**src/rtl/ienc_pkg.sv**
```systemverilog
// Instruction encoder shared definitions: op enum, MIPS opcode/funct fields, loader FSM states.
// Latency: n/a (types, constants and pure field-packing helpers only).
// Backpressure: n/a.
package ienc_pkg;

    // Symbolic operations accepted by the loader; values 30 and 31 are deliberately unassigned
    typedef enum logic [4:0] {
        OP_ADD  = 5'd0,  OP_SUB  = 5'd1,  OP_AND  = 5'd2,  OP_OR   = 5'd3,
        OP_XOR  = 5'd4,  OP_NOR  = 5'd5,  OP_SLT  = 5'd6,  OP_SLL  = 5'd7,
        OP_SRL  = 5'd8,  OP_JR   = 5'd9,  OP_MUL  = 5'd10, OP_ADDI = 5'd11,
        OP_SLTI = 5'd12, OP_ANDI = 5'd13, OP_ORI  = 5'd14, OP_XORI = 5'd15,
        OP_LB   = 5'd16, OP_LH   = 5'd17, OP_LW   = 5'd18, OP_SB   = 5'd19,
        OP_SH   = 5'd20, OP_SW   = 5'd21, OP_BEQ  = 5'd22, OP_BNE  = 5'd23,
        OP_BLEZ = 5'd24, OP_BGTZ = 5'd25, OP_BLTZ = 5'd26, OP_BGEZ = 5'd27,
        OP_J    = 5'd28, OP_JAL  = 5'd29
    } op_e;

    localparam logic [5:0] OPC_RTYPE  = 6'h00;
    localparam logic [5:0] OPC_REGIMM = 6'h01;
    localparam logic [5:0] OPC_J      = 6'h02;
    localparam logic [5:0] OPC_JAL    = 6'h03;
    localparam logic [5:0] OPC_BEQ    = 6'h04;
    localparam logic [5:0] OPC_BNE    = 6'h05;
    localparam logic [5:0] OPC_BLEZ   = 6'h06;
    localparam logic [5:0] OPC_BGTZ   = 6'h07;
    localparam logic [5:0] OPC_ADDI   = 6'h08;
    localparam logic [5:0] OPC_SLTI   = 6'h0A;
    localparam logic [5:0] OPC_ANDI   = 6'h0C;
    localparam logic [5:0] OPC_ORI    = 6'h0D;
    localparam logic [5:0] OPC_XORI   = 6'h0E;
    localparam logic [5:0] OPC_MUL    = 6'h1C;
    localparam logic [5:0] OPC_LB     = 6'h20;
    localparam logic [5:0] OPC_LH     = 6'h21;
    localparam logic [5:0] OPC_LW     = 6'h23;
    localparam logic [5:0] OPC_SB     = 6'h28;
    localparam logic [5:0] OPC_SH     = 6'h29;
    localparam logic [5:0] OPC_SW     = 6'h2B;

    localparam logic [5:0] FUNCT_SLL  = 6'h00;
    localparam logic [5:0] FUNCT_SRL  = 6'h02;
    localparam logic [5:0] FUNCT_JR   = 6'h08;
    localparam logic [5:0] FUNCT_MUL  = 6'h02;
    localparam logic [5:0] FUNCT_ADD  = 6'h20;
    localparam logic [5:0] FUNCT_SUB  = 6'h22;
    localparam logic [5:0] FUNCT_AND  = 6'h24;
    localparam logic [5:0] FUNCT_OR   = 6'h25;
    localparam logic [5:0] FUNCT_XOR  = 6'h26;
    localparam logic [5:0] FUNCT_NOR  = 6'h27;
    localparam logic [5:0] FUNCT_SLT  = 6'h2A;

    // REGIMM branches select the condition through the rt field
    localparam logic [4:0] REGIMM_BLTZ = 5'd0;
    localparam logic [4:0] REGIMM_BGEZ = 5'd1;

    typedef enum logic [2:0] {
        ST_IDLE  = 3'd0,
        ST_LOAD  = 3'd1,
        ST_WRITE = 3'd2,
        ST_DONE  = 3'd3,
        ST_ERROR = 3'd4
    } state_e;

    function automatic logic [31:0] encR(input logic [5:0] opc, input logic [4:0] rs,
                                         input logic [4:0] rt, input logic [4:0] rd,
                                         input logic [4:0] shamt, input logic [5:0] funct);
        return {opc, rs, rt, rd, shamt, funct};
    endfunction

    function automatic logic [31:0] encI(input logic [5:0] opc, input logic [4:0] rs,
                                         input logic [4:0] rt, input logic [15:0] imm);
        return {opc, rs, rt, imm};
    endfunction

endpackage

```
**src/rtl/instr_encode_comb.sv**
```systemverilog
// Maps a symbolic op plus register/immediate/target fields to a 32-bit MIPS word.
// Latency: purely combinational, zero cycles.
// Backpressure: none; flags ops outside the table as illegal and outputs a zero word.
module instr_encode_comb
    import ienc_pkg::*;
(
    input  logic [4:0]  op,
    input  logic [4:0]  rs,
    input  logic [4:0]  rt,
    input  logic [4:0]  rd,
    input  logic [15:0] imm,
    input  logic [25:0] target,
    output logic [31:0] word,
    output logic        illegal
);

    // Field packing per op; immediates are inserted verbatim without sign or range checks
    always_comb begin
        word    = 32'h0;
        illegal = 1'b0;
        case (op)
            OP_ADD:  word = encR(OPC_RTYPE, rs, rt, rd, 5'd0, FUNCT_ADD);
            OP_SUB:  word = encR(OPC_RTYPE, rs, rt, rd, 5'd0, FUNCT_SUB);
            OP_AND:  word = encR(OPC_RTYPE, rs, rt, rd, 5'd0, FUNCT_AND);
            OP_OR:   word = encR(OPC_RTYPE, rs, rt, rd, 5'd0, FUNCT_OR);
            OP_XOR:  word = encR(OPC_RTYPE, rs, rt, rd, 5'd0, FUNCT_XOR);
            OP_NOR:  word = encR(OPC_RTYPE, rs, rt, rd, 5'd0, FUNCT_NOR);
            OP_SLT:  word = encR(OPC_RTYPE, rs, rt, rd, 5'd0, FUNCT_SLT);
            OP_SLL:  word = encR(OPC_RTYPE, 5'd0, rt, rd, imm[4:0], FUNCT_SLL);
            OP_SRL:  word = encR(OPC_RTYPE, 5'd0, rt, rd, imm[4:0], FUNCT_SRL);
            OP_JR:   word = encR(OPC_RTYPE, rs, 5'd0, 5'd0, 5'd0, FUNCT_JR);
            OP_MUL:  word = encR(OPC_MUL, rs, rt, rd, 5'd0, FUNCT_MUL);
            OP_ADDI: word = encI(OPC_ADDI, rs, rt, imm);
            OP_SLTI: word = encI(OPC_SLTI, rs, rt, imm);
            OP_ANDI: word = encI(OPC_ANDI, rs, rt, imm);
            OP_ORI:  word = encI(OPC_ORI, rs, rt, imm);
            OP_XORI: word = encI(OPC_XORI, rs, rt, imm);
            OP_LB:   word = encI(OPC_LB, rs, rt, imm);
            OP_LH:   word = encI(OPC_LH, rs, rt, imm);
            OP_LW:   word = encI(OPC_LW, rs, rt, imm);
            OP_SB:   word = encI(OPC_SB, rs, rt, imm);
            OP_SH:   word = encI(OPC_SH, rs, rt, imm);
            OP_SW:   word = encI(OPC_SW, rs, rt, imm);
            OP_BEQ:  word = encI(OPC_BEQ, rs, rt, imm);
            OP_BNE:  word = encI(OPC_BNE, rs, rt, imm);
            OP_BLEZ: word = encI(OPC_BLEZ, rs, 5'd0, imm);
            OP_BGTZ: word = encI(OPC_BGTZ, rs, 5'd0, imm);
            OP_BLTZ: word = encI(OPC_REGIMM, rs, REGIMM_BLTZ, imm);
            OP_BGEZ: word = encI(OPC_REGIMM, rs, REGIMM_BGEZ, imm);
            OP_J:    word = {OPC_J, target};
            OP_JAL:  word = {OPC_JAL, target};
            default: illegal = 1'b1;
        endcase
    end

endmodule

```
**src/rtl/instr_encoder_loader.sv**
```systemverilog
// Encodes symbolic instruction requests and writes them to consecutive instruction-memory words.
// Latency: accept in cycle N gives the memory write in cycle N+1; one word per two cycles.
// Backpressure: InReady is high only in LOAD; Optional IENC_CHECKSUM_EN adds a per-session XOR Checksum.
module instr_encoder_loader
    import ienc_pkg::*;
#(
    parameter int ADDR_W = 8,
    parameter int DEPTH  = 256
) (
    input  logic              Clk,
    input  logic              Rst_n,
    input  logic              Start,
    input  logic [ADDR_W-1:0] BaseAddr,
    input  logic              InValid,
    output logic              InReady,
    input  logic [4:0]        InOp,
    input  logic [4:0]        InRs,
    input  logic [4:0]        InRt,
    input  logic [4:0]        InRd,
    input  logic [15:0]       InImm,
    input  logic [25:0]       InTarget,
    input  logic              InLast,
    output logic              MemWrEn,
    output logic [ADDR_W-1:0] MemAddr,
    output logic [31:0]       MemWrData,
    output logic              Busy,
    output logic              Done,
    output logic              Error,
    output logic [ADDR_W:0]   Count
`ifdef IENC_CHECKSUM_EN
    ,
    output logic [31:0]       Checksum
`endif
);

    localparam logic [ADDR_W:0]   DepthCnt = (ADDR_W+1)'(DEPTH);
    localparam logic [ADDR_W:0]   CountOne = (ADDR_W+1)'(1);
    localparam logic [ADDR_W-1:0] AddrOne  = ADDR_W'(1);

    state_e            state;
    state_e            stateNxt;
    logic [ADDR_W-1:0] addrPtr;
    logic              lastReg;
    logic [31:0]       encWord;
    logic              encIllegal;
    logic              accept;
    logic              reqBad;
    logic              startTake;

    instr_encode_comb uEncode (
        .op      (InOp),
        .rs      (InRs),
        .rt      (InRt),
        .rd      (InRd),
        .imm     (InImm),
        .target  (InTarget),
        .word    (encWord),
        .illegal (encIllegal)
    );

    // State register; reset forces IDLE so a pending write strobe drops at once
    always_ff @(posedge Clk or negedge Rst_n) begin
        if (!Rst_n) begin
            state <= ST_IDLE;
        end else begin
            state <= stateNxt;
        end
    end

    // Next-state and Moore outputs; Start is only honoured while InReady is low
    always_comb begin
        stateNxt  = state;
        InReady   = 1'b0;
        MemWrEn   = 1'b0;
        Busy      = 1'b0;
        Done      = 1'b0;
        accept    = 1'b0;
        reqBad    = 1'b0;
        startTake = 1'b0;
        case (state)
            ST_IDLE: begin
                if (Start) begin
                    startTake = 1'b1;
                    stateNxt  = ST_LOAD;
                end
            end
            ST_LOAD: begin
                InReady = 1'b1;
                Busy    = 1'b1;
                if (InValid) begin
                    accept   = 1'b1;
                    reqBad   = encIllegal || (Count == DepthCnt);
                    stateNxt = reqBad ? ST_ERROR : ST_WRITE;
                end
            end
            ST_WRITE: begin
                MemWrEn  = 1'b1;
                Busy     = 1'b1;
                stateNxt = lastReg ? ST_DONE : ST_LOAD;
            end
            ST_DONE: begin
                Done = 1'b1;
                if (Start) begin
                    startTake = 1'b1;
                    stateNxt  = ST_LOAD;
                end else begin
                    stateNxt = ST_IDLE;
                end
            end
            ST_ERROR: begin
                if (Start) begin
                    startTake = 1'b1;
                    stateNxt  = ST_LOAD;
                end
            end
            default: stateNxt = ST_IDLE;
        endcase
    end

    // Datapath: capture the encoded word on accept, advance pointer/count after each write
    always_ff @(posedge Clk or negedge Rst_n) begin
        if (!Rst_n) begin
            addrPtr   <= '0;
            MemAddr   <= '0;
            MemWrData <= 32'h0;
            lastReg   <= 1'b0;
            Count     <= '0;
            Error     <= 1'b0;
        end else begin
            if (startTake) begin
                addrPtr <= BaseAddr;
                Count   <= '0;
                Error   <= 1'b0;
            end
            if (accept) begin
                if (reqBad) begin
                    Error <= 1'b1;
                end else begin
                    MemWrData <= encWord;
                    MemAddr   <= addrPtr;
                    lastReg   <= InLast;
                end
            end
            if (state == ST_WRITE) begin
                Count   <= Count + CountOne;
                addrPtr <= addrPtr + AddrOne;
            end
        end
    end

`ifdef IENC_CHECKSUM_EN
    // Running XOR of every word actually written in the current session
    always_ff @(posedge Clk or negedge Rst_n) begin
        if (!Rst_n) begin
            Checksum <= 32'h0;
        end else if (startTake) begin
            Checksum <= 32'h0;
        end else if (state == ST_WRITE) begin
            Checksum <= Checksum ^ MemWrData;
        end
    end
`endif

endmodule

```
**config.mk**
```make
export PLATFORM = sky130hd
export DESIGN_NAME = instr_encoder_loader
export DESIGN_NICKNAME = d
export VERILOG_FILES = /design/src/rtl/ienc_pkg.sv /design/src/rtl/instr_encode_comb.sv /design/src/rtl/instr_encoder_loader.sv
export SDC_FILE = /design/constraint.sdc
export NUM_CORES = 1
export LEC_CHECK = 0
export BUFFER_PORTS_ARGS = -buffer_cell sky130_fd_sc_hd__buf_2
export CORE_ASPECT_RATIO = 1.25
export CORE_MARGIN = 2
export CORE_UTILIZATION = 37
export CTS_CLUSTER_SIZE = 40
export DETAILED_ROUTE_END_ITERATION = 12
export GPL_TIMING_DRIVEN = 0
export PLACE_DENSITY = 0.72
export SETUP_SLACK_MARGIN = 0.1
export SYNTH_ARGS = -nofsm -noshare
export SYNTH_HDL_FRONTEND = slang
export SYNTH_HIERARCHICAL = 1
export SYNTH_SLANG_ARGS = --single-unit
```
**constraint.sdc**
```tcl
create_clock -name Clk -period 3.7 [get_ports Clk]
set_input_delay 0.555 -clock Clk [delete_from_list [all_inputs] [get_ports Clk]]
set_output_delay 0.555 -clock Clk [all_outputs]
set_load 0.02 [all_outputs]
```
Yosys cells after proc, flatten, opt, wreduce, memory -nomap -nowiden
Index checks and enable logic that the tools add are counted.
{"block": "totals", "reg_bits": 62, "word_cells": 81}
{"block": "op_classes", "bitwise_logic": 1, "addsub": 2, "n_reduce_logical": 10, "n_eq_ne": 36, "muxes": 25}
{"cell": "32-bit one-hot mux with 30 select lines", "count": 1}
{"cell": "5-bit == test, second input constant", "count": 14}
{"cell": "5-bit by 4-bit == test with 1-bit output, second input constant", "count": 8}
{"cell": "30-bit OR reduction", "count": 1}
{"cell": "5-bit by 3-bit == test with 1-bit output, second input constant", "count": 4}
{"cell": "9-bit two-way mux", "count": 2}
{"cell": "8-bit two-way mux", "count": 2}
{"cell": "1-bit two-way mux", "count": 15}
{"cell": "3-bit one-hot mux with 4 select lines", "count": 1}
{"cell": "5-bit by 2-bit == test with 1-bit output, second input constant", "count": 2}
{"cell": "9-bit by 1-bit adder with 9-bit output, second input constant", "count": 1}
{"cell": "9-bit == test, second input constant", "count": 1}
{"cell": "3-bit two-way mux", "count": 3}
{"cell": "8-bit by 1-bit adder with 8-bit output, second input constant", "count": 1}
{"cell": "3-bit by 2-bit == test with 1-bit output, second input constant", "count": 2}
{"cell": "5-bit by 1-bit == test with 1-bit output, second input constant", "count": 1}
{"cell": "5-bit zero test", "count": 1}
{"cell": "2-bit AND reduction", "count": 2}
{"cell": "2-bit OR reduction", "count": 2}
{"cell": "3-bit by 1-bit == test with 1-bit output, second input constant", "count": 1}
{"cell": "3-bit == test, second input constant", "count": 1}
{"cell": "3-bit zero test", "count": 1}
{"cell": "3-bit OR reduction", "count": 1}
{"cell": "2-bit two-way mux", "count": 1}
{"cell": "5 further kinds", "count": 5}

Logic depth before layout (Yosys ltp)
Gate-level depths: netlist of the first run.
{"block": "depth", "word_depth": 8, "mapped_depth": 7, "mapped_depth_nobuf": 6}

Cells and area by module
Netlist of the first run, hierarchy kept.
{"module": "instr_encoder_loader", "area_each_um2": 2882.8, "cells_each": 212, "n_inst": 1, "seq_area_each_um2": 1551.5}
{"module": "instr_encode_comb", "area_each_um2": 710.7, "cells_each": 107, "n_inst": 1, "seq_area_each_um2": 0.0}

Worst setup path after synthesis of the first run
No wires, ideal clock.
{"block": "synth_timing", "path_type": "input to register", "startpoint": "in InOp[1]", "endpoint": "reg MemAddr[0]", "setup_ns": 0.125, "path_stages": 7, "required_ns": 3.575, "path_slack_ns": 1.754, "arrival_ns": 1.821, "n_path_buf": 2, "cell_sequence": "buf_2 -> inv_1 -> nor3_1 -> a41o_2 -> nor2_8 -> buf_12 -> mux2_4"}
{"block": "synth_between", "elab_chain_cells": 8}
{"item": "from (decl)", "line_no": "instr_encoder_loader.sv:16", "source": "input logic [4:0] InOp,"}
{"item": "5-bit by 1-bit == test with 1-bit output, or another cell as far along", "line_no": "instr_encode_comb.sv:21", "source": "case (op)"}
{"item": "30-bit OR reduction (no source line) *"}
{"item": "1-bit two-way mux *", "line_no": "instr_encode_comb.sv:21"}
{"item": "via encIllegal", "line_no": "instr_encoder_loader.sv:45", "source": "logic encIllegal;"}
{"item": "1-bit logical OR *", "line_no": "instr_encoder_loader.sv:92", "source": "reqBad = encIllegal || (Count == DepthCnt);"}
{"item": "1-bit two-way mux *", "line_no": "instr_encoder_loader.sv:90", "source": "if (InValid) begin"}
{"item": "1-bit two-way mux *", "line_no": "instr_encoder_loader.sv:80", "source": "case (state)"}
{"item": "1-bit inverter (no source line) *"}
{"item": "2-bit AND reduction (no source line) *"}
{"item": "to (signal assigned)", "line_no": "instr_encoder_loader.sv:140", "source": "MemAddr <= addrPtr;"}
{"item": "to (decl)", "line_no": "instr_encoder_loader.sv:24", "source": "output logic [ADDR_W-1:0] MemAddr,"}
Mark *: on every way through the listed nets, which the timed path passes. The rest lies on a longest branch.
A chain may end at the register's enable or synchronous reset.

Final worst setup path of the first run
{"block": "layout_timing", "startpoint": "reg state[1]", "endpoint": "out MemWrEn"}
{"block": "layout_between", "elab_chain_cells": 2}
{"item": "from (decl)", "line_no": "instr_encoder_loader.sv:40", "source": "state_e state;"}
{"item": "from (signal assigned)", "line_no": "instr_encoder_loader.sv:66", "source": "state <= stateNxt;"}
{"item": "3-bit by 2-bit == test with 1-bit output", "line_no": "instr_encoder_loader.sv:80"}
{"item": "1-bit two-way mux", "line_no": "instr_encoder_loader.sv:80"}
{"item": "to (decl)", "line_no": "instr_encoder_loader.sv:23", "source": "output logic MemWrEn,"}
Every way passes these cells.

==> results of run 1 <==
[per-layer routing]
layer / part of all wire [%] / wire length (um) / global-route usage [%]
met2: 49 / 4480 / 29.7
met4: 2.1 / 189 / 8.56
met3: 7.7 / 708 / 3.62
met5: 0 / 0 / 0
met1: 41 / 3800 / 22.0
[stage by stage]
stage	util [%]	setup WS, ns	instance area, um^2	cells
global route	49.0	1.39	4660	586
finish	49.0	1.47	4660	586
CTS	48.9	1.47	4650	586
floorplan	-	1.75	3590	319
detailed placement	46.2	1.31	4390	573
global placement	46.2	1.34	4390	573
[synth_stat cells, types with 2 or more instances]
cell | number | area share (%)
dfrtp_1 | 62 | 43
mux2_4 | 40 | 17
nand2_1 | 24 | 2.5
o21ai_0 | 21 | 2.9
inv_1 | 19 | 2.0
nor2_1 | 14 | 1.5
a22o_1 | 12 | 2.9
a222oi_1 | 10 | 2.8
buf_2 | 7 | 0.97
nand3_1 | 7 | 0.97
nand4_1 | 7 | 1.2
a21oi_1 | 6 | 0.84
nor2b_1 | 6 | 1.0
a31oi_1 | 5 | 0.87
nand2b_1 | 5 | 0.87
o211ai_1 | 5 | 1.0
a221o_1 | 4 | 1.1
buf_12 | 4 | 2.2
a32o_1 | 3 | 0.84
and3_1 | 3 | 0.52
clkbuf_1 | 3 | 0.31
ha_1 | 3 | 1.0
nor3_1 | 3 | 0.42
o31ai_1 | 3 | 0.63
o32a_1 | 3 | 0.84
a211oi_1 | 2 | 0.42
a22oi_1 | 2 | 0.42
and2_1 | 2 | 0.35
buf_1 | 2 | 0.21
buf_4 | 2 | 0.42
mux2_2 | 2 | 0.63
nor3b_1 | 2 | 0.42
o21a_1 | 2 | 0.42
o22ai_1 | 2 | 0.35
xor2_1 | 2 | 0.49
[power groups by stage]
stage / Sequential, mW / Clock (mW) / Combinational [mW]
floorplan: 1.41 / 0 / 0.923
global placement: 1.17 / 0 / 1.62
detailed placement: 1.18 / 0 / 1.65
CTS: 1.17 / 0.770 / 1.65
global route: 1.21 / 0.799 / 1.75
finish: 1.17 / 0.753 / 1.63
[placed cells by master, fill, tap and decap left out, types with 5 or more instances in the layout]
cell / n
buf_2: 134
dfrtp_1: 62
mux2_4: 40
nand2_1: 24
o21ai_0: 21
inv_1: 19
nor2_1: 14
a22o_1: 12
a222oi_1: 10
clkbuf_16: 9
nand3_1: 7
nand4_1: 7
nor2b_1: 6
a21oi_1: 6
a31oi_1: 5
nand2b_1: 5
o211ai_1: 5
[flip-flops by register name (all words and copies together) (netlist names)]
name       flops
Count          9
addrPtr        8
Error          1
state          3
MemWrData     32
lastReg        1
MemAddr        8
[path summary, 6_finish.rpt]
check | from | endpoint | slack (ns) | depth (start not counted)
worst max-delay path | state[1] | MemWrEn | 1.47 | 4
worst max register to register | Count[0] | MemAddr[4] | 1.80 | 6
max in group asynchronous | Rst_n | MemAddr[7] | 2.86 | 1
worst min register to register | Error | Error | 0.49 | 1
min in group Clk | BaseAddr[3] | addrPtr[3] | 0.45 | 3
worst min-delay path | Rst_n | addrPtr[6] | 0.30 | 1
[cells by family (layout without fill, tap and decap cells)]
family,Yosys count,in the layout
mux,43,43
compound gates,88,88
fa+ha+maj,3,3
xor+xnor,3,3
buf+inv,39,180
simple gates,81,81
flops,62,62
[area by class of cell]
type                    instances  area share, %
clock buffers                  11           5.43
multi-input cells             218           38.8
well taps                     126           3.39
plain buffers                  19           3.44
flip-flops and latches         62           33.3
clock inverters                 2          0.215
inverters                      20           1.61
repair buffers                128           13.8
==> results_dict.tcl, run 1 <==
set metrics [dict create \
    min_path_type "in2async" \
    numCtsBuffers 9 \
    rsz0062_at_grt "no" \
    h-tree-depth 3 \
    synth.net_count 397 \
    fillers 901 \
    syn_to_final_growth_pct 29.6 \
    synthMuxAreaShare_pct 17.6 \
    ctsRootBufferMaster "clkbuf_16" \
    drt-pass1-iter-count 7 \
    cap_violations 0 \
    end_kind "primary output" \
    fin_crit_ns 2.23 \
    finalMaxSlewViolations 0 \
    ys_ff_latch 62 \
    cts_sinks 62 \
    yosys_warnings 6 \
    grt_start_max_net_pins 63 \
    start_util_pct 37.8 \
    p_clk_share_pct 21.2 \
    postCtsResizedCells 0 \
    worstSetupStartpointType "register" \
    p_leak_nw 2.34 \
    die_x_um 92.1 \
    post_cts_buffers 0 \
    drc 0 \
    placement.io_buffers 128 \
    diodes 0 \
    die_area_mm2 0.0105 \
    swShare_pct 37.3 \
    synth.distinct_cells 55 \
    crit_arrival_ns 1.68 \
    path_clk_slew_ns 0.05 \
    register_area_mm2 0.00155 \
    nNetsFinal 536 \
    min_period_over_period_pct 60.4 \
    worst_slew_pin_slew_ns 0.795 \
    io_pins 129 \
    status "finished, final reports clean" \
    synth-simple-area-share_pct 12.3 \
    power_frac_comb_pct 45.9 \
    p_sw_mw 1.33 \
    finClkSkew_ns 0.00773 \
    synth_area_per_cell_um2 11.3 \
    setup_viol 0 \
    maxSlewHeadroom_pct 47.0 \
    fp-row-count 40 \
    p_seq_share_pct 33.0 \
    path_buf_inv 3 \
    syn_area_mm2 0.00359 \
    overflow 0 \
    hold_viol_final 0 \
    criticalPathCategory "reg2out" \
    routedWlPerCell_um 15.7 \
    drt-initial-drc-count 128 \
    core_area_mm2 0.00951 \
    die_y_um 114 \
    cts_tree "done" \
    synth_compound_area_share_pct 18.6 \
    slowest_stage "dfrtp_1" \
    ys_seq_area_share_pct 43.2 \
    vias_per_cell 5.34 \
    worstSkewPairLatency_ns 0.33 \
    vias 3131 \
    async_flop_share_pct 100 \
    grt_pass1_wl_mm 14.8 \
    synth_top_family_by_area "compound AO/OA/AOI/OAI gates" \
    holdWs_ns 0.296 \
    antenna_found_initial 0 \
    gp_congestion 0.875 \
    cpPeakStageDelay_ns 0.44 \
    fmax_mhz 448 \
    clock_path_buffers 2 \
    antenna_left 0 \
    synthCells 319 \
    synthFlopType "dfrtp_1" \
    layout-drive-gt1-share_pct 45.0 \
    multi_input_area_mm2 0.00181 \
    setup_tns_ns 0 \
    p_int_mw 2.23 \
    dp_hpwl_mm 6.96 \
    power.density_mw_per_mm2 764 \
    cts_hold_buf 0 \
    irDropWorstVdd_v 0.000305 \
    cpLargestDelayFamily "buffers and inverters" \
    synthAdderAreaFrac_pct 1.04 \
    path_cells "or3b_4, inv_2, buf_4, buf_2" \
    grt_pass1_vias 3020 \
    power_mw 3.56 \
    wl_mm 9.18 \
    critPathMaxFanout 10 \
    synth-edff-count 0 \
    synth_xor_area_share_pct 0.731 \
    cp.required_ns 3.14 \
    grt_usage_pct 17.8 \
]
No activity file was read; power rests on OpenSTA's default activity.
==> inputs of run 2 (changes only) <==
clock period = 2.1 ns   (was 3.7 ns; I/O delays follow)
==> run 2 against run 1 <==
Net effect:
- clock power grew 77%
- worst setup slack got worse by 1.3 ns
- flip-flop and latch count is the same
- first-iteration DRC count fell by 18%
- global-route usage unchanged
- critical path depth unchanged
==> results_dict.tcl, run 2 (synthesis gave the netlist of run 1 again) <==
set metrics [dict create \
    status "finished, final reports clean" \
    fillers 899 \
    vias 3128 \
    postCtsResizedCells 0 \
    post_cts_buffers 0 \
    antenna_found_initial 0 \
    p_int_mw 3.94 \
    largest_reg_flops 32 \
    p_clk_share_pct 21.1 \
    grt_pass1_wl_mm 14.8 \
    layout_common_cells "134 x buf_2, 59 x dfrtp_1, 40 x mux2_4" \
    diodes 0 \
    fin_crit_ns 1.95 \
    drc 0 \
    worst_slew_pin_slew_ns 0.795 \
    worstSetupStartpointType "register" \
    irDropWorstVdd_v 0.000536 \
    clock_path_buffers 2 \
    antenna_left 0 \
    min_path_type "in2async" \
    top_regs "MemWrData x32, Count x9" \
    numCtsBuffers 9 \
    ctsRootBufferMaster "clkbuf_16" \
    cts_tree "done" \
    h-tree-depth 3 \
    grt_start_max_net_pins 63 \
    die_x_um 92.1 \
    routedWlPerCell_um 15.7 \
    finClkSkew_ns 0.00770 \
    power_frac_comb_pct 45.9 \
    p_leak_nw 2.34 \
    swShare_pct 37.2 \
    p_seq_share_pct 33.0 \
    reg2reg_slack_ns 0.26 \
    min_period_over_period_pct 92.7 \
    setup_tns_ns 0 \
    utilization_pct 49.1 \
    drt-initial-drc-count 105 \
    drt-pass1-iter-count 5 \
    rr_worst_depth 6 \
    dp_hpwl_mm 6.96 \
    r2r-start "Count[1]" \
    register_area_mm2 0.00156 \
    io_pins 129 \
    start_util_pct 37.8 \
    finalMaxSlewViolations 0 \
    grt_usage_pct 17.8 \
    p_sw_mw 2.34 \
    die_y_um 114 \
    gp_congestion 0.875 \
    hold_viol_final 0 \
    critPathMaxFanout 10 \
    stdcell_area_mm2 0.00466 \
    power_mw 6.27 \
    nNetsFinal 536 \
    cap_violations 0 \
    layout-drive-gt1-share_pct 45.7 \
    fp-row-count 40 \
    criticalPathCategory "reg2out" \
    multi_input_area_mm2 0.00181 \
    rsz0062_at_grt "no" \
    final_common_cell "buf_2" \
    syn_to_final_growth_pct 29.8 \
    r2r_end "MemAddr[4]" \
    placement.io_buffers 128 \
    crit_arrival_ns 1.63 \
    vias_per_cell 5.34 \
    end_kind "primary output" \
    wl_mm 9.20 \
    place_area_mm2 0.00439 \
    cts_hold_buf 0 \
    power.density_mw_per_mm2 1350 \
    max_flop_register "MemWrData" \
    maxSlewHeadroom_pct 47.0 \
    worstSkewPairLatency_ns 0.33 \
    cp.required_ns 1.78 \
    die_area_mm2 0.0105 \
    grt_pass1_vias 3020 \
    core_area_mm2 0.00951 \
    overflow 0 \
    cts_sinks 62 \
    fmax_mhz 514 \
    path_clk_slew_ns 0.05 \
    setup_viol 0 \
]
run 2: cell counts in the layout (fill, tap and decap cells not counted):
Identical to the previous run, type by type.
run 2: through the flow:
| step | worst slack (ns) | hold WS (ns) | std cells |
|---|---|---|---|
| floorplan | 0.279 | 0.0194 | 319 |
| global placement | -0.0157 | 0.475 | 573 |
| detailed placement | -0.0479 | 0.483 | 573 |
| CTS | 0.109 | 0.207 | 586 |
| global route | 0.118 | 0.148 | 586 |
| finish | 0.154 | 0.0556 | 586 |
run 2: critical path, stage by stage, from the launching register on:
cell and delay, ns:
dfrtp_2 0.44, or3b_4 0.42, inv_2 0.12, buf_6 0.16
buf_2 0.17
run 2: how the worst max path moves through the flow:
stage / start / to / slack (ns) / cells past startpoint
finish: state[2] / MemWrEn / 0.15 / 4
global route: state[2] / MemWrEn / 0.12 / 4
CTS: state[1] / MemWrEn / 0.11 / 4
detailed placement: InOp[1] / MemAddr[4] / -0.05 / 8
global placement: InOp[1] / MemWrData[4] / -0.02 / 8
floorplan: Count[0] / MemAddr[0] / 0.28 / 6
run 2: power groups by stage:
| stage | registers, mW | logic (mW) | clock network (mW) |
|---|---|---|---|
| after floorplan | 2.48 | 1.63 | 0 |
| after global placement | 2.06 | 2.85 | 0 |
| after detailed placement | 2.07 | 2.90 | 0 |
| after CTS | 2.07 | 2.91 | 1.36 |
| after global routing | 2.14 | 3.10 | 1.41 |
| final | 2.07 | 2.88 | 1.33 |
run 2: routing by layer:
metal | track usage [%] | up-vias | share of wire (%)
met5 | 0 | - | 0
met4 | 8.56 | 0 | 2.1
met3 | 3.62 | 12 | 8.2
met2 | 29.7 | 152 | 48
met1 | 22.0 | 1488 | 41
li1 | - | 1476 | -
run 2: cell type report:
| class | count | share of cell area (%) |
|---|---|---|
| clock inverters | 2 | 0.215 |
| multi-input cells | 218 | 38.7 |
| flip-flops and latches | 62 | 33.3 |
| repair buffers | 128 | 13.8 |
| inverters | 20 | 1.61 |
| well taps | 126 | 3.38 |
| plain buffers | 19 | 3.51 |
| clock buffers | 11 | 5.42 |
==> inputs of run 3 (changes only) <==
ABC_AREA = 1   (was unset)
CORE_MARGIN = 3   (was 2)
PLACE_DENSITY = 0.71   (was 0.72)
clock period = 1.88 ns   (was 2.1 ns; I/O delays follow)
==> run 3 against run 2 <==
Net effect:
- cell count up 43%
- area after synthesis is 13% higher
- die area increased by 17%
- cell area grew 12%
- non-clock buffer count down 3
- clock power up 25%
- largest cell class unchanged
==> results_dict.tcl, run 3 <==
set metrics [dict create \
    start_util_pct 38.2 \
    placement.io_buffers 126 \
    end_kind "primary output" \
    power.density_mw_per_mm2 1380 \
    final_common_cell "nand2_1" \
    yosysTopAreaCell "dfrtp_1" \
    grt_usage_pct 19.5 \
    place_area_mm2 0.00487 \
    ys_seq_area_share_pct 38.1 \
    hold_viol_final 0 \
    io_pins 129 \
    grt_pass1_wl_mm 18.8 \
    fillers 1088 \
    synth.distinct_cells 32 \
    vias_per_cell 4.96 \
    worstSkewPairLatency_ns 0.33 \
    synth_common_cells "194 x nand2_1, 82 x inv_1, 62 x dfrtp_1" \
    worst_slew_pin_slew_ns 0.807 \
    cp.required_ns 1.60 \
    rsz0062_at_grt "no" \
    gp_congestion 0.923 \
    r2r-start "Count[0]" \
    worstSetupStartpointType "register" \
    busiest_layer "met2" \
    met3_usage_pct 4.63 \
    setup_viol 0 \
    layout_common_cells "192 x nand2_1, 127 x buf_2, 80 x inv_1" \
    h-tree-depth 3 \
    antenna_found_initial 0 \
    synth_area_leaders "dfrtp_1 38%, nand2_1 18%, o21ai_2 10%" \
    p_leak_nw 2.89 \
    path_clk_slew_ns 0.05 \
    largest_reg_flops 32 \
    synthDominantCellAreaShare_pct 38.1 \
    reg2reg_slack_ns 0.27 \
    cts_sinks 62 \
    utilization_pct 49.0 \
    rr_worst_depth 8 \
    r2r_end "MemAddr[0]" \
    cap_violations 0 \
    clock_path_buffers 2 \
    status "finished, final reports clean" \
    diodes 0 \
    min_period_over_period_pct 89.0 \
    finClkSkew_ns 0.00736 \
    grtUsageMet2_pct 32.9 \
    layout-drive-gt1-share_pct 34.1 \
    overflow 0 \
    core_area_mm2 0.0107 \
    cts_hold_buf 0 \
    grt_pass1_vias 4028 \
    met1_usage_pct 23.7 \
    crit_arrival_ns 1.39 \
    criticalPathCategory "reg2out" \
    top_regs "MemWrData x32, Count x9" \
    stdcell_area_mm2 0.00523 \
    yosys_warnings 6 \
    max_flop_register "MemWrData" \
    fp-row-count 42 \
    yosysMostFrequentCell "nand2_1" \
    nNetsFinal 780 \
    drt-initial-drc-count 285 \
    routedWlPerCell_um 14.0 \
    synthCells 561 \
    synthFlopType "dfrtp_1" \
    vias 4160 \
    synth_area_per_cell_um2 7.26 \
    dp_hpwl_mm 9.02 \
    grt_start_max_net_pins 63 \
    synth.net_count 639 \
    die_x_um 99.8 \
    ctsRootBufferMaster "clkbuf_16" \
    die_y_um 123 \
    critPathMaxFanout 10 \
    async_flop_share_pct 100 \
    drc 0 \
    wl_mm 11.8 \
    maxSlewHeadroom_pct 46.2 \
    synth-edff-count 0 \
    min_path_type "in2async" \
    drt-pass1-iter-count 5 \
    fmax_mhz 598 \
    irDropWorstVdd_v 0.000526 \
    antenna_left 0 \
    cts_tree "done" \
    syn_to_final_growth_pct 28.4 \
    ys_ff_latch 62 \
    finalMaxSlewViolations 0 \
    syn_area_mm2 0.00407 \
    numCtsBuffers 9 \
    fin_crit_ns 1.67 \
    die_area_mm2 0.0123 \
]
run 3: critical path, cell delays in order (launching register included):
cell     delay [ns]
dfrtp_1        0.43
inv_2          0.11
nand3_4        0.10
inv_6          0.12
buf_6          0.14
buf_2          0.17
run 3: what timing repair did:
| item | CTS | global route |
|---|---|---|
| setup endpoints to repair | 1 | 42 |
| pin swaps | 1 | 1 |
| gates cloned | 0 | 1 |
| endpoints found under the hold margin | 0 | 0 |
| gates resized for setup | 2 | 10 |
| buffers inserted | 2 | 1 |
run 3: layer usage:
metal  share of wire [%]  wire (um)
met5                   0          0
met4                 2.3        276
met3                 9.1       1070
met2                  49       5740
met1                  40       4700
run 3: metrics by stage:
| stage | std cells | TNS (ns) | worst slack, ns | hold WS [ns] | power (mW) |
|---|---|---|---|---|---|
| floorplan | 561 | 0 | 0.148 | -0.0136 | 4.47 |
| global placement | 819 | -9.47 | -0.253 | 0.461 | 5.43 |
| detailed placement | 819 | -8.24 | -0.222 | 0.435 | 5.53 |
| CTS | 837 | 0 | 0.127 | 0.0793 | 7.24 |
| global route | 839 | 0 | 0.107 | 0.120 | 7.70 |
| finish | 839 | 0 | 0.207 | 0.0282 | 7.22 |
run 3: worst max path at each step:
stage	end	startpoint	slack (ns)
floorplan	MemAddr[4]	InOp[1]	0.15
global placement	MemWrData[27]	InOp[1]	-0.25
detailed placement	MemWrData[23]	InOp[1]	-0.22
CTS	MemAddr[0]	InOp[1]	0.13
global route	MemAddr[3]	InOp[1]	0.11
finish	MemWrEn	state[0]	0.21
run 3: report_power, final:
| part | total (mW) | internal (mW) | switching, mW | leakage (nW) |
|---|---|---|---|---|
| Combinational | 3.31 | 1.18 | 2.13 | 1.95 |
| Clock | 1.66 | 1.03 | 0.628 | 0.136 |
| Sequential | 2.25 | 1.87 | 0.383 | 0.806 |
run 3: cell families after synthesis:
| kind of cell | synth area share (%) |
|---|---|
| buffers and inverters | 11.9 |
| xor gates and xnor gates | 0.215 |
| AOI/OAI and AO/OA | 16.5 |
| DFF | 38.1 |
| adders and majority gates | 0.922 |
| and+or+nand+nor | 32.4 |
run 3: layout make-up:
class	count	area [um^2]	share of cell area [%]
clock buffers	11	233	4.45
plain buffers	15	145	2.78
inverters	91	347	6.63
clock inverters	5	58.8	1.12
flip-flops and latches	62	1550	29.7
repair buffers	129	656	12.5
well taps	132	165	3.16
multi-input cells	394	2070	39.6
